### src/rtl/mod_counter.sv
// Run-time programmable modulo counter: up/down, variable step, variable limit.
// Define MOD_COUNTER_SAT_EN to clamp at the bounds instead of wrapping.
module mod_counter #(
  parameter int WORD_SIZE = 32,
  parameter int STEP_SIZE = 8
) (
  input  logic                 clk,
  input  logic                 rst,
  input  logic                 load,
  input  logic                 count_enable,
  input  logic                 dir,
  input  logic [STEP_SIZE-1:0] step,
  input  logic [WORD_SIZE-1:0] limit,
  input  logic [WORD_SIZE-1:0] load_data,
  output logic [WORD_SIZE-1:0] count,
  output logic                 terminal,
  output logic                 zero
);

  localparam int XW = WORD_SIZE + 1;

  logic [WORD_SIZE-1:0] count_q, count_d;
  logic                 term_q, term_d;

  logic [XW-1:0] cnt_x, lim_x, mod_x, step_x;
  logic [XW-1:0] up_sum, up_wrap, dn_diff, dn_wrap;
  logic          step_nz, out_rng, up_ovf, dn_unf;

  assign cnt_x   = {1'b0, count_q};
  assign lim_x   = {1'b0, limit};
  assign mod_x   = lim_x + XW'(1);
  assign step_x  = {{(XW-STEP_SIZE){1'b0}}, step};
  assign step_nz = (step != '0);
  assign out_rng = (count_q > limit);

  assign up_sum  = cnt_x + step_x;
  assign up_ovf  = (up_sum > lim_x);
  assign up_wrap = up_sum - mod_x;
  assign dn_unf  = (step_x > cnt_x);
  assign dn_diff = cnt_x - step_x;
  assign dn_wrap = cnt_x + mod_x - step_x;

  always_comb begin
    count_d = count_q;
    term_d  = 1'b0;
    if (load) begin
      count_d = load_data;
    end else if (count_enable && step_nz) begin
      if (out_rng) begin
        term_d = 1'b1;
`ifdef MOD_COUNTER_SAT_EN
        count_d = limit;
`else
        count_d = dir ? limit : '0;
`endif
      end else if (!dir) begin
        if (up_ovf) begin
          term_d = 1'b1;
`ifdef MOD_COUNTER_SAT_EN
          count_d = limit;
`else
          // Oversized steps cannot leave the range.
          count_d = (up_wrap > lim_x) ? '0 : up_wrap[WORD_SIZE-1:0];
`endif
        end else begin
          count_d = up_sum[WORD_SIZE-1:0];
        end
      end else begin
        if (dn_unf) begin
          term_d = 1'b1;
`ifdef MOD_COUNTER_SAT_EN
          count_d = '0;
`else
          count_d = (dn_wrap > lim_x) ? '0 : dn_wrap[WORD_SIZE-1:0];
`endif
        end else begin
          count_d = dn_diff[WORD_SIZE-1:0];
        end
      end
    end
  end

  always_ff @(posedge clk) begin
    if (rst) begin
      count_q <= '0;
      term_q  <= 1'b0;
    end else begin
      count_q <= count_d;
      term_q  <= term_d;
    end
  end

  assign count    = count_q;
  assign terminal = term_q;
  assign zero     = (count_q == '0);

endmodule

### config.mk
export PLATFORM = sky130hd
export DESIGN_NAME = mod_counter
export DESIGN_NICKNAME = d
export VERILOG_FILES = /design/src/rtl/mod_counter.sv
export SDC_FILE = /design/constraint.sdc
export NUM_CORES = 1
export LEC_CHECK = 0
export BUFFER_PORTS_ARGS = -buffer_cell sky130_fd_sc_hd__buf_2
export CORE_UTILIZATION = 30
export DETAILED_ROUTE_END_ITERATION = 16
export GPL_ROUTABILITY_DRIVEN = 0
export PLACE_DENSITY = 0.47
export SETUP_SLACK_MARGIN = 0.2
export SYNTH_ARGS = -nofsm -noshare
export SYNTH_HDL_FRONTEND = slang
export SYNTH_SLANG_ARGS = --single-unit
### constraint.sdc
create_clock -name clk -period 7.14 [get_ports clk]
set_input_delay 1.071 -clock clk [delete_from_list [all_inputs] [get_ports clk]]
set_output_delay 1.071 -clock clk [all_outputs]
set_load 0.02 [all_outputs]
==> impl_metrics.yaml <==
finish:
  diodes: 0
  multi_input_area_um2: 11300
  final_common_cell: "buf_4"
  syn2layout_area_growth_pct: 47.5
  fillers: 3984
  mostFrequentLayoutCells: "buf_4 (439), ha_1 (207), inv_1 (159), nand2_1 (126), a21oi_1 (125)"
  final_net_count: 2468
  seq_area_um2: 661
  drive_gt1_frac: 0.347
grt:
  grt_pass1_wl_um: 88500
  overflow: 0
  grt.total_usage: 0.286
  grt_max_degree: 43
  antenna_found_initial: 0
  grt_pass1_vias: 14800
floorplanning:
  pin_count: 111
  core_area_um2: 38900
  start_util: 0.306
  die_w_um: 201
  die_area_um2: 40500
  fp.dieH_um: 201
  rows: 72
synth:
  synth_cells: 1634
  synth-seq-cells: 33
  yosysSeqAreaShare: 0.0554
  syn-num-nets: 1950
  netlist_area_um2: 11900
  synth_area_per_cell_um2: 7.29
  synthArstFlopShare: 0
  synth_warnings: 0
  ys_types: 87
  synth_enable_flop_cells: 0
  synth-main-ff-cell: "dfxtp_1"
routing:
  post_drt_via_cell_ratio: 5.62
  detail_route.wl_per_cell_um: 22.1
  drt_wl_total_um: 59100
  vias: 15000
  drc: 0
  drtIter0Drc: 1342
  dr.pass1.iters: 7
  antenna_left: 0
timing:
  fin_crit_sh: 1.02
  fmax_mhz: 137
  fin_worst_skew_ns: 0.0117
  grt_setup_unrepaired: "true"
  hold_violations: 0
  maxSlewHeadroom: 0.311
  post-route-min-period_ns: 7.27
  layout_setup_ws_ns: -0.135
  setup_tns_ns: -2.07
  slew_violations: 0
  tightest_slew_ns: 1.03
  setup_viol: 30
  whs_ns: 0.716
cts:
  postCtsHoldBufs: 0
  clk_pin_slew_ns: 0.07
  cts.sinks: 33
  cts-root-buf: "clkbuf_16"
  cts_made_buffers: 5
  cts_tree: "done"
  htree_levels: 2
  cts_buffer_depth: 2
  clock_latency_ns: 0.31
hold_path:
  holdCritPathClass: "flop to flop"
status:
  violations: "negative setup slack"
  status: "finished, violations left"
worst_setup_path:
  crit_path_end_kind: "flop"
  crit_slowest_cell: "ha_1"
  crit_family: "buffers and inverters"
  startpoint_type: "input pin"
  crit_buf_inv: 27
  crit_path_frequent_cell: "buf_4"
  cp.required_ns: 7.33
  max_stage_delay_ns: 0.29
  path_max_fanout: 6
  cp.arrival_ns: 7.46
  crit_type: "input pin to flop"
power_and_ir_drop:
  ir_drop_uv: 82.9
  power.leakage_nw: 8.49
  p_per_area_nw_per_um2: 196
place:
  io_buffers: 110
  dp_hpwl_um: 47500
flow_run:
  drv_cap: 0
## flip-flops by register name, indices dropped and copies added (netlist names)
signal / cells
count: 32
terminal: 1
## worst min-delay path: cells and delay by family (launching register included)
kind / cells / cell delay (ns)
compound gates: 2 / 0.23
flops: 1 / 0.31
buf+inv: 1 / 0.14
## cell families (layout without fill, tap and decap cells)
| family | Yosys count | in the layout | share of synthesized area |
|---|---|---|---|
| XOR/XNOR | 138 | 138 | 0.104 |
| AND/OR/NAND/NOR | 484 | 484 | 0.207 |
| flip-flops | 33 | 33 | 0.0554 |
| multiplexers | 5 | 5 | 0.00420 |
| buffers and inverters | 225 | 743 | 0.0743 |
| adder cells (fa/ha/maj) | 242 | 242 | 0.261 |
| AO/OA/AOI/OAI | 507 | 507 | 0.295 |
## power breakdown
group          leakage [nW]  internal [mW]  total, mW  switching (mW)
combinational          8.14           1.40       2.96            1.56
sequential            0.274          0.204      0.241          0.0365
clock                0.0700          0.138      0.252           0.114
total                  8.49           1.75       3.45            1.71
## cells in the mapped netlist (all sizes together), types with 13 or more instances
cell type | count | area, um2
nand3 | 47 | 245
inv | 168 | 631
a21oi | 140 | 704
buf | 13 | 90.1
clkbuf | 41 | 154
or3 | 15 | 93.8
dfxtp | 33 | 661
o22ai | 13 | 81.3
a221oi | 28 | 327
and4 | 13 | 114
a21o | 61 | 458
xor2 | 20 | 175
and3 | 15 | 93.8
o21a | 17 | 128
nor2b | 28 | 175
a221o | 20 | 200
and2 | 15 | 96.3
nor3 | 33 | 165
a31oi | 19 | 125
a211oi | 19 | 153
ha | 228 | 2850
o21bai | 17 | 128
o21ai | 84 | 420
nand2 | 128 | 488
xnor2 | 117 | 1040
nor4 | 17 | 143
nand4 | 37 | 238
nor2 | 103 | 387
## layer usage
layer	GRT usage	wire, um	vias up
met4	0.0898	1870	0
li1	-	-	7051
met2	0.465	26500	635
met5	0	0	-
met1	0.388	26400	7202
met3	0.0363	4450	105
## path summary, 6_finish.rpt
kind                          from                     end  slack, ns  cells after the start
max                        step[2]  count[24]$_SDFFE_PP0P_      -0.13                     43
min          count[8]$_SDFFE_PP0P_   count[8]$_SDFFE_PP0P_       0.72                      3
max reg2reg  count[1]$_SDFFE_PP0P_  count[24]$_SDFFE_PP0P_       0.18                     39
min reg2reg  count[8]$_SDFFE_PP0P_   count[8]$_SDFFE_PP0P_       0.72                      3
## metrics by stage
| stage | cell area (um2) | cells | utilization | worst slack, ns | power [mW] |
|---|---|---|---|---|---|
| floorplan | 12000 | 1634 | - | 0.184 | 1.68 |
| global placement | 15900 | 2595 | 0.409 | -1.15 | 2.82 |
| detailed placement | 15900 | 2595 | 0.409 | -0.988 | 2.84 |
| CTS | 17300 | 2662 | 0.445 | -0.0260 | 3.34 |
| global route | 17600 | 2670 | 0.452 | -0.413 | 3.69 |
| finish | 17600 | 2670 | 0.452 | -0.135 | 3.45 |
## timing repair
action                                 4_1_cts  5_1_grt
endpoints found under the hold margin        0        0
setup buffers                               59        7
cloned                                       1        1
setup endpoints to repair                   32       32
pin swaps                                  117       21
gates resized for setup                    160       31
## area by class of cell
type / instances / share of cell area
Clock buffer: 7 / 0.00811
Sequential cell: 33 / 0.0376
Inverter: 171 / 0.0371
Tap cell: 518 / 0.0369
Multi-Input combinational cell: 1376 / 0.643
Timing Repair Buffer: 565 / 0.237
Note: power is estimated with default switching activity, not from simulation.
